File: src/rtl/cgra_cfg_pkg.sv
// Shared types and helpers for the CGRA configuration write path.
package cgra_cfg_pkg;

   localparam int unsigned NREQ_DEF = 4;
   localparam int unsigned NREG_DEF = 16;
   localparam int unsigned AW_DEF   = 4;
   localparam int unsigned DW_DEF   = 32;

   typedef enum logic [0:0] {
      IDLE = 1'b0,
      LOCK = 1'b1
   } arb_state_e;

   // One bit of a one-hot decode: high when position pos is selected by idx.
   function automatic logic onehot_dec(input int unsigned idx, input int unsigned pos);
      return idx == pos;
   endfunction

endpackage

File: src/rtl/cgra_rr_pick.sv
// Combinational round-robin picker: first set bit of req at or above ptr, wrapping.
module cgra_rr_pick
   import cgra_cfg_pkg::*;
#(
   parameter int unsigned NREQ = NREQ_DEF
) (
   input  logic [NREQ-1:0]         req,
   input  logic [$clog2(NREQ)-1:0] ptr,
   output logic [NREQ-1:0]         gnt_oh,
   output logic [$clog2(NREQ)-1:0] gnt_idx,
   output logic                    any
);

   localparam int unsigned IW = $clog2(NREQ);

   always_comb begin
      gnt_oh  = '0;
      gnt_idx = '0;
      any     = 1'b0;
      for (int unsigned i = 0; i < NREQ; i++) begin
         int unsigned j;
         j = (32'(ptr) + i) % NREQ;
         if (!any && req[j]) begin
            any        = 1'b1;
            gnt_oh[j]  = 1'b1;
            gnt_idx    = IW'(j);
         end
      end
   end

endmodule

File: src/rtl/cgra_cfg_wr_arb.sv
// Round-robin write arbiter with locked bursts for the CGRA config register bank.
module cgra_cfg_wr_arb
   import cgra_cfg_pkg::*;
#(
   parameter int unsigned NREQ = NREQ_DEF,
   parameter int unsigned NREG = NREG_DEF,
   parameter int unsigned AW   = AW_DEF,
   parameter int unsigned DW   = DW_DEF
) (
   input  logic                    clk,
   input  logic                    rst_n,
   input  logic [NREQ-1:0]         req_valid,
   output logic [NREQ-1:0]         req_ready,
   input  logic [NREQ*AW-1:0]      req_addr,
   input  logic [NREQ*DW-1:0]      req_data,
   input  logic [NREQ-1:0]         req_last,
   input  logic                    cfg_hold,
   output logic [NREG-1:0]         cfg_lden,
   output logic [DW-1:0]           cfg_wdata,
   output logic [$clog2(NREQ)-1:0] grant_id,
   output logic                    err_addr
);

   localparam int unsigned IW = $clog2(NREQ);

   arb_state_e      state, state_n;
   logic [IW-1:0]   rr_ptr, rr_ptr_n;
   logic [IW-1:0]   owner, owner_n;

   logic [NREQ-1:0] pick_oh;
   logic [IW-1:0]   pick_idx;
   logic            pick_any;

   logic            accept_c;
   logic [IW-1:0]   acc_idx_c;
   logic [AW-1:0]   beat_addr_c;
   logic [DW-1:0]   beat_data_c;
   logic            beat_last_c;
   logic            addr_bad_c;
   logic [NREG-1:0] lden_c;

   cgra_rr_pick #(.NREQ(NREQ)) u_pick (
      .req     (req_valid),
      .ptr     (rr_ptr),
      .gnt_oh  (pick_oh),
      .gnt_idx (pick_idx),
      .any     (pick_any)
   );

   always_ff @(posedge clk or negedge rst_n) begin
      if (!rst_n) begin
         state  <= IDLE;
         rr_ptr <= '0;
         owner  <= '0;
      end else begin
         state  <= state_n;
         rr_ptr <= rr_ptr_n;
         owner  <= owner_n;
      end
   end

   // Pointer advances only when a burst closes; a locked owner is remembered.
   always_comb begin
      state_n  = state;
      rr_ptr_n = rr_ptr;
      owner_n  = owner;
      if (accept_c) begin
         if (beat_last_c) begin
            state_n  = IDLE;
            rr_ptr_n = (acc_idx_c == IW'(NREQ - 1)) ? '0 : acc_idx_c + IW'(1);
         end else if (state == IDLE) begin
            state_n = LOCK;
            owner_n = acc_idx_c;
         end
      end
   end

   // Ready generation and selection of the accepted beat.
   always_comb begin
      req_ready   = '0;
      acc_idx_c   = pick_idx;
      beat_addr_c = '0;
      beat_data_c = '0;
      beat_last_c = 1'b0;
      lden_c      = '0;
      if (state == IDLE) begin
         if (!cfg_hold && pick_any) req_ready = pick_oh;
      end else begin
         acc_idx_c = owner;
         if (!cfg_hold && req_valid[owner]) req_ready[owner] = 1'b1;
      end
      accept_c = |req_ready;
      for (int unsigned i = 0; i < NREQ; i++) begin
         if (acc_idx_c == IW'(i)) begin
            beat_addr_c = req_addr[i*AW +: AW];
            beat_data_c = req_data[i*DW +: DW];
            beat_last_c = req_last[i];
         end
      end
      addr_bad_c = (32'(beat_addr_c) >= NREG);
      for (int unsigned r = 0; r < NREG; r++) begin
         lden_c[r] = !addr_bad_c && onehot_dec(32'(beat_addr_c), r);
      end
   end

   // Write port: strobes pulse per beat, data and id hold between beats.
   always_ff @(posedge clk or negedge rst_n) begin
      if (!rst_n) begin
         cfg_lden  <= '0;
         err_addr  <= 1'b0;
         cfg_wdata <= '0;
         grant_id  <= '0;
      end else begin
         cfg_lden <= accept_c ? lden_c : '0;
         err_addr <= accept_c && addr_bad_c;
         if (accept_c) begin
            cfg_wdata <= beat_data_c;
            grant_id  <= acc_idx_c;
         end
      end
   end

endmodule

File: config.mk
export PLATFORM = sky130hd
export DESIGN_NAME = cgra_cfg_wr_arb
export DESIGN_NICKNAME = d
export VERILOG_FILES = /design/src/rtl/cgra_cfg_pkg.sv /design/src/rtl/cgra_rr_pick.sv /design/src/rtl/cgra_cfg_wr_arb.sv
export SDC_FILE = /design/constraint.sdc
export NUM_CORES = 1
export LEC_CHECK = 0
export BUFFER_PORTS_ARGS = -buffer_cell sky130_fd_sc_hd__buf_2
export CORE_MARGIN = 2
export CORE_UTILIZATION = 41
export CTS_BUF_LIST = sky130_fd_sc_hd__clkbuf_16
export DETAILED_ROUTE_END_ITERATION = 10
export GPL_ROUTABILITY_DRIVEN = 0
export PLACE_DENSITY = 0.84
export SLEW_MARGIN = 0
export SYNTH_ARGS = -nofsm -noshare
export SYNTH_HDL_FRONTEND = slang
export SYNTH_HIERARCHICAL = 1
export SYNTH_SLANG_ARGS = --single-unit
File: constraint.sdc
create_clock -name clk -period 3.78 [get_ports clk]
set_input_delay 0 -clock clk [delete_from_list [all_inputs] [get_ports clk]]
set_output_delay 0 -clock clk [all_outputs]
set_load 0.1 [all_outputs]
### Yosys cells after proc, flatten, opt, wreduce, memory -nomap -nowiden

Cells that the tools add are included.
Widths: inputs -> output; s select.

| storage, ports and cells | value |
|---|---|
| bits in registers | 55 |
| input bits | 155 |
| output and inout bits | 55 |
| word-level logic and storage cells | 113 |

| cells by class | value |
|---|---|
| add/sub/neg operators | 4 |
| order comparisons | 10 |
| equal/unequal tests | 18 |
| mux-type cells | 51 |
| bitwise operators | 5 |
| reductions and logical operators | 19 |

Operator list:

| cell | count |
|---|---|
| $mux 32 | 4 |
| $mux 4 | 11 |
| $eq 4x4->1 const B | 8 |
| $mux 1 | 19 |
| $eq 4x3->1 const B | 4 |
| $mux 16 | 1 |
| $lt 2x3->1 const B | 5 |
| $mux 2 | 6 |
| $or 4x4->4 | 3 |
| $bmux 1 s2 | 5 |
| $demux 1 s2 | 5 |
| $ge 2x1->1 const B | 5 |
| $logic_and 1x1->1 | 10 |
| $eq 4x2->1 const B | 2 |
| $add 2x1->2 const B | 2 |
| $add 2x2->2 const B | 2 |
| $eq 2x2->1 const B | 2 |
| $eq 4x1->1 const B | 1 |
| $logic_not 1->1 | 4 |
| $logic_not 4->1 | 1 |
| $reduce_or 4->1 | 1 |
| $reduce_and 3->1 | 1 |
| $eq 2x1->1 const B | 1 |
| $logic_not 2->1 | 1 |
| 2 further kinds | 3 |

### Depth between registers and ports, before layout

| logic depth | value |
|---|---|
| depth in word-level cells | 20 |
| mapped depth | 17 |
| mapped depth without buffers | 13 |

### Hierarchy

The synthesis kept the hierarchy.

Modules (own cells, without submodules):

| module | instances | cells an instance | area an instance (um^2) | sequential area each (um^2) |
|---|---|---|---|---|
| cgra_cfg_wr_arb | 1 | 338 | 3357.0 | 1376.3 |
| cgra_rr_pick | 1 | 45 | 419.2 | 0.0 |

### Worst setup path after synthesis

No wires, ideal clock.

| timing | value |
|---|---|
| path type | register to register |
| from | register rr_ptr[0] |
| to | register rr_ptr[0] |
| setup time | 125 ps |
| data arrival time | 3803 ps |
| required time | 3655 ps |
| slack | -148 ps |
| cell stages (with the launch flop) | 16 |
| buffers on the path | 3 |
| period minus slack after synthesis | 3928 ps |
| cells stage by stage | dfrtp_1 > buf_6 > inv_1 > ha_1 > mux4_2 > buf_6 > nor4b_4 > nor2_1 > a32o_1 > mux2_2 > ha_1 > clkbuf_1 > nor3b_1 > a211oi_1 > or3b_2 > mux2_2 |

| on the way | value |
|---|---|
| longest elaborated chain between the ends | 19 |
| elaborated cells between the ends (all ways) | 68 |
| those cells by class | 4 x add/sub; 8 x order compare; 3 x eq/ne; 36 x mux; 3 x bitwise; 14 x reduce/logical |

RTL lines:

| what | line | RTL |
|---|---|---|
| from (decl) | cgra_cfg_wr_arb.sv:27 | `logic [IW-1:0] rr_ptr, rr_ptr_n;` |
| from (signal assigned) | cgra_cfg_wr_arb.sv:57 | `rr_ptr <= rr_ptr_n;` |
| branches (longest 11 deep; another with $add 2x1->2) | - |  |
| $mux 2 * | cgra_rr_pick.sv:23 | `if (!any && req[j]) begin` |
| net pick_idx[1] | cgra_cfg_wr_arb.sv:31 | `logic [IW-1:0] pick_idx;` |
| $mux 2 * | cgra_cfg_wr_arb.sv:86 | `if (state == IDLE) begin` |
| net acc_idx_c[1] | cgra_cfg_wr_arb.sv:35 | `logic [IW-1:0] acc_idx_c;` |
| $logic_not 2->1 | cgra_cfg_wr_arb.sv:94 | `if (acc_idx_c == IW'(i)) begin` |
| $mux 1 (4 in a row) | cgra_cfg_wr_arb.sv:94 |  |
| $reduce_and 2->1 (no source line) | - |  |

Mark *: on every way through the listed nets, which the timed path passes. The select of a mux whose other input is x is not followed.
A chain may end at the register's enable or synchronous reset.

### Final worst setup path

| timing | value |
|---|---|
| from | register rr_ptr[1] |
| to | register cfg_lden[6] |

| on the way | value |
|---|---|
| longest elaborated chain between the ends | 20 |
| elaborated cells between the ends (all ways) | 67 |
| those cells by class | 3 x add/sub; 8 x order compare; 4 x eq/ne; 36 x mux; 3 x bitwise; 13 x reduce/logical |

RTL lines:

| what | line | RTL |
|---|---|---|
| branches (longest 11 deep; another with $add 2x1->2) | - |  |
| $mux 2 * | cgra_rr_pick.sv:23 |  |
| net pick_idx[1] | cgra_cfg_wr_arb.sv:31 |  |
| $mux 2 * | cgra_cfg_wr_arb.sv:86 |  |
| net acc_idx_c[1] | cgra_cfg_wr_arb.sv:35 |  |
| $logic_not 2->1 | cgra_cfg_wr_arb.sv:94 |  |
| $mux 4 (3 in a row) | cgra_cfg_wr_arb.sv:94 |  |
| $mux 4 * | cgra_cfg_wr_arb.sv:94 |  |
| $eq 4x3->1 * | cgra_cfg_pkg.sv:16 | `return idx == pos;` |
| $mux 16 * | cgra_cfg_wr_arb.sv:114 | `cfg_lden <= accept_c ? lden_c : '0;` |
| to (signal assigned) | cgra_cfg_wr_arb.sv:114 |  |
| to (decl) | cgra_cfg_wr_arb.sv:18 | `output logic [NREG-1:0] cfg_lden,` |

Marked as above.

==> impl_metrics.yaml <==
min_path:
  worst_hold_path_endpoint: "cfg_wdata[30]$_DFFE_PN0P_"
  holdPathStages: 4
  min_delay_startpoint: "req_data[126]"
  min-delay-path-class: "in -> reg"
critical_path:
  worst-path-max-fanout: 10
  crit_type: "reg -> reg"
  worstReg2RegEnd: "cfg_lden[6]$_DFF_PN0_"
  crit_arrival_ns: 3.86
  r2r_setup_slk_ns: 0.13
  rr_startpoint: "rr_ptr[1]$_DFFE_PN0P_"
  worst_ep_required_time_ns: 3.99
  crit_path_start_kind: "register"
  worstSetupEndpointType: "register"
  depth_of_the_worst_register_to_register_path: 14
route:
  drc_violations_left: 0
  vias_per_cell: 5.82
  first_pass_iters: 5
  avgRoutedWirePerCell_um: 18.1
  route.vias.total: 4054
  drtIter0Drc: 175
  ant_nets: 0
  route.final.wire_length_mm: 12.6
clock_tree:
  clock-sinks: 55
  tritoncts: "done"
  clkSlewWorstSetupHoldPaths_ns: 0.08
  clock_tree.htree_level_count: 2
  number_of_cts_inserted_buffers: 5
  clock_tree.buffer_depth: 2
  cts.root.buffer_cell: "sky130_fd_sc_hd__clkbuf_16"
  clk_latency_ns: 0.29
cells_and_area:
  area_growth_syn_to_layout_pct: 40.7
  post_route_cells_drive_above_1_share: 0.534
  number_of_antenna_repair_diodes: 0
  design.final.nets: 749
synth:
  synth.cell_area_sq_mm: 0.00378
  count_of_flip_flops_with_a_built_in_enable_after_synthesis: 0
  yosys.area_share.adder: 0.0298
  synth_cells: 383
  synth_seq_area_share: 0.364
  yosysWarningCount: 6
  netlist-cell-type-count: 44
  post_synth_mux_area_share: 0.160
  yosysTopAreaCellShare: 0.364
  synth_compound_area_frac: 0.223
  synthDominantAreaCellType: "sky130_fd_sc_hd__dfrtp_1"
  postSynth.topFlopCell: "sky130_fd_sc_hd__dfrtp_1"
  avgSynthCellArea_sq_um: 9.86
  synth_top_family_by_area: "compound AO/OA/AOI/OAI gates"
  asyncSetResetFlopFracSynth: 1.00
  xor_and_xnor_fraction_of_the_mapped_netlist_area: 0
  yosys.area_share.simple: 0.165
  synth.ff_latch_count: 55
  synth.top_cells.by_area: "sky130_fd_sc_hd__dfrtp_1, sky130_fd_sc_hd__mux2_2, sky130_fd_sc_hd__a221oi_1, sky130_fd_sc_hd__o31ai_1, sky130_fd_sc_hd__nor2b_1"
  synth_fp_nets: 547
sta:
  final-setup-viol-count: 0
  max-slew-margin-rel: 0.347
  timing_hold_violations_final: 0
  timing_max_transition_violations_final: 0
  tightest_slew_ns: 0.978
  period_needed_ns: 3.65
  max_freq_ghz: 0.274
  period_share: 0.964
  hold-worst-slack_ns: 0.0356
  timing.clock.skew_ns: 0.00759
floorplan:
  coreArea_sq_mm: 0.00906
  start_util: 0.417
  die_height_um: 100
  die_area_sq_mm: 0.00999
  die_width_um: 100
  floorplan.rows: 35
  ioPinCount: 210
global_routing:
  global_route.usage.total: 0.231
  antenna_found_initial: 0
  first_global_vias: 3890
  grt_start_max_net_pins: 56
  grt_pass1_wl_mm: 18.6
  global_route.overflow_total: 0
run:
  cap_violations: 0
placed_design:
  hpwl_mm: 9.05
  place.port_buffers: 208
outcome:
  outcome: "completed"
## layout make-up
cell class                      instances  area (sq um)
Timing Repair Buffer                  228          1270
Tap cell                              111           139
Inverter                               12          45.0
Clock inverter                          3          25.0
Fill cell                             793          3750
Clock buffer                            5           125
Sequential cell                        55          1380
Multi-Input combinational cell        283          2330
## Yosys cell counts, types with 3 or more instances
| master | n |
|---|---|
| sky130_fd_sc_hd__dfrtp_1 | 55 |
| sky130_fd_sc_hd__mux2_2 | 44 |
| sky130_fd_sc_hd__nand2_1 | 39 |
| sky130_fd_sc_hd__nor2b_1 | 36 |
| sky130_fd_sc_hd__o31ai_1 | 33 |
| sky130_fd_sc_hd__a221oi_1 | 32 |
| sky130_fd_sc_hd__clkbuf_1 | 26 |
| sky130_fd_sc_hd__nor3_1 | 17 |
| sky130_fd_sc_hd__inv_1 | 12 |
| sky130_fd_sc_hd__a22oi_1 | 11 |
| sky130_fd_sc_hd__ha_1 | 9 |
| sky130_fd_sc_hd__a21oi_1 | 8 |
| sky130_fd_sc_hd__o21ai_0 | 6 |
| sky130_fd_sc_hd__buf_6 | 5 |
| sky130_fd_sc_hd__nor2_1 | 5 |
| sky130_fd_sc_hd__nand3b_1 | 4 |
| sky130_fd_sc_hd__o32a_1 | 4 |
| sky130_fd_sc_hd__a22o_1 | 3 |
## cells by family (layout without fill, tap and decap cells)
group,Yosys count,after routing
flops,55,55
compound gates,108,108
buf+inv,46,248
other cells,1,1
simple gates,115,116
fa+ha+maj,9,9
mux,49,49
## worst max-delay path, cell delays in order, from the launching register on
cell and delay, ns:
sky130_fd_sc_hd__dfrtp_2 0.42, sky130_fd_sc_hd__inv_2 0.08, sky130_fd_sc_hd__ha_4 0.28, sky130_fd_sc_hd__mux4_2 0.40, sky130_fd_sc_hd__nor4b_4 0.26, sky130_fd_sc_hd__nor2_1 0.08, sky130_fd_sc_hd__a32o_1 0.23, sky130_fd_sc_hd__mux2_4 0.31
sky130_fd_sc_hd__inv_1 0.09, sky130_fd_sc_hd__ha_2 0.20, sky130_fd_sc_hd__buf_6 0.14, sky130_fd_sc_hd__a21oi_1 0.07, sky130_fd_sc_hd__a221o_1 0.36, sky130_fd_sc_hd__a211o_4 0.42, sky130_fd_sc_hd__nor3_2 0.20
## metal layers
metal  global-route usage  routed length (um)  vias up
li1                     -                   -     1862
met1                0.290                5190     1943
met2                0.407                6320      223
met3               0.0411                 855       26
met4               0.0674                 242        0
met5                    0                   0        -
## metrics by stage
stage,instance area (sq um),instances,worst slack [ns],util,TNS [ns]
floorplan,3800,383,0.00797,-,0
CTS,5160,693,0.000178,0.569,0
detailed placement,4950,683,-0.0309,0.547,-0.0464
global route,5310,697,-0.0147,0.586,-0.0965
global placement,4950,683,0.0807,0.547,0
finish,5310,697,0.135,0.586,0
## sequential cells by signal, indices dropped and copies added (netlist names)
register and flops:
cfg_lden 16, cfg_wdata 32, grant_id 2, owner 2, rr_ptr 2, state 1
## cells in the final DEF (no fill, tap or decap), types with 4 or more instances in the layout
| master | synthesis | routed |
|---|---|---|
| sky130_fd_sc_hd__buf_2 | 0 | 208 |
| sky130_fd_sc_hd__dfrtp_1 | 55 | 53 |
| sky130_fd_sc_hd__mux2_2 | 44 | 42 |
| sky130_fd_sc_hd__nand2_1 | 39 | 39 |
| sky130_fd_sc_hd__nor2b_1 | 36 | 35 |
| sky130_fd_sc_hd__o31ai_1 | 33 | 33 |
| sky130_fd_sc_hd__a221oi_1 | 32 | 28 |
| sky130_fd_sc_hd__buf_4 | 1 | 13 |
| sky130_fd_sc_hd__inv_1 | 12 | 10 |
| sky130_fd_sc_hd__a22oi_1 | 11 | 10 |
| sky130_fd_sc_hd__nor3_1 | 17 | 9 |
| sky130_fd_sc_hd__a21oi_1 | 8 | 8 |
| sky130_fd_sc_hd__nor3_2 | 0 | 8 |
| sky130_fd_sc_hd__o21ai_0 | 6 | 6 |
| sky130_fd_sc_hd__clkbuf_16 | 0 | 6 |
| sky130_fd_sc_hd__nor2_1 | 5 | 5 |
| sky130_fd_sc_hd__ha_1 | 9 | 5 |
| sky130_fd_sc_hd__nand3b_1 | 4 | 4 |
| sky130_fd_sc_hd__o32a_1 | 4 | 4 |
| sky130_fd_sc_hd__a221oi_2 | 0 | 4 |
## repair_timing
| item | CTS | global route |
|---|---|---|
| endpoints found under the setup margin | 4 | 54 |
| pin swaps | 0 | 4 |
| buffers inserted | 0 | 2 |
| gates resized for setup | 4 | 23 |
| cloned | 1 | 2 |
| endpoints found under the hold margin | 55 | 0 |
| hold buffers | 1 | 0 |
## worst max path at each step
stage | start | end | slack, ns | cells past startpoint
floorplan | rr_ptr[1]$_DFFE_PN0P_ | rr_ptr[0]$_DFFE_PN0P_ | 0.008 | 14
global route | rr_ptr[0]$_DFFE_PN0P_ | cfg_wdata[4]$_DFFE_PN0P_ | -0.01 | 11
CTS | rr_ptr[1]$_DFFE_PN0P_ | rr_ptr[0]$_DFFE_PN0P_ | 0.0002 | 12
finish | rr_ptr[1]$_DFFE_PN0P_ | cfg_lden[6]$_DFF_PN0_ | 0.13 | 14
detailed placement | rr_ptr[0]$_DFFE_PN0P_ | cfg_lden[6]$_DFF_PN0_ | -0.03 | 14
global placement | rr_ptr[0]$_DFFE_PN0P_ | cfg_wdata[29]$_DFFE_PN0P_ | 0.08 | 15
Power is left out: the tool's default activity adds up to more than one toggle a clock period on the data nets, which glitch-free logic cannot reach.
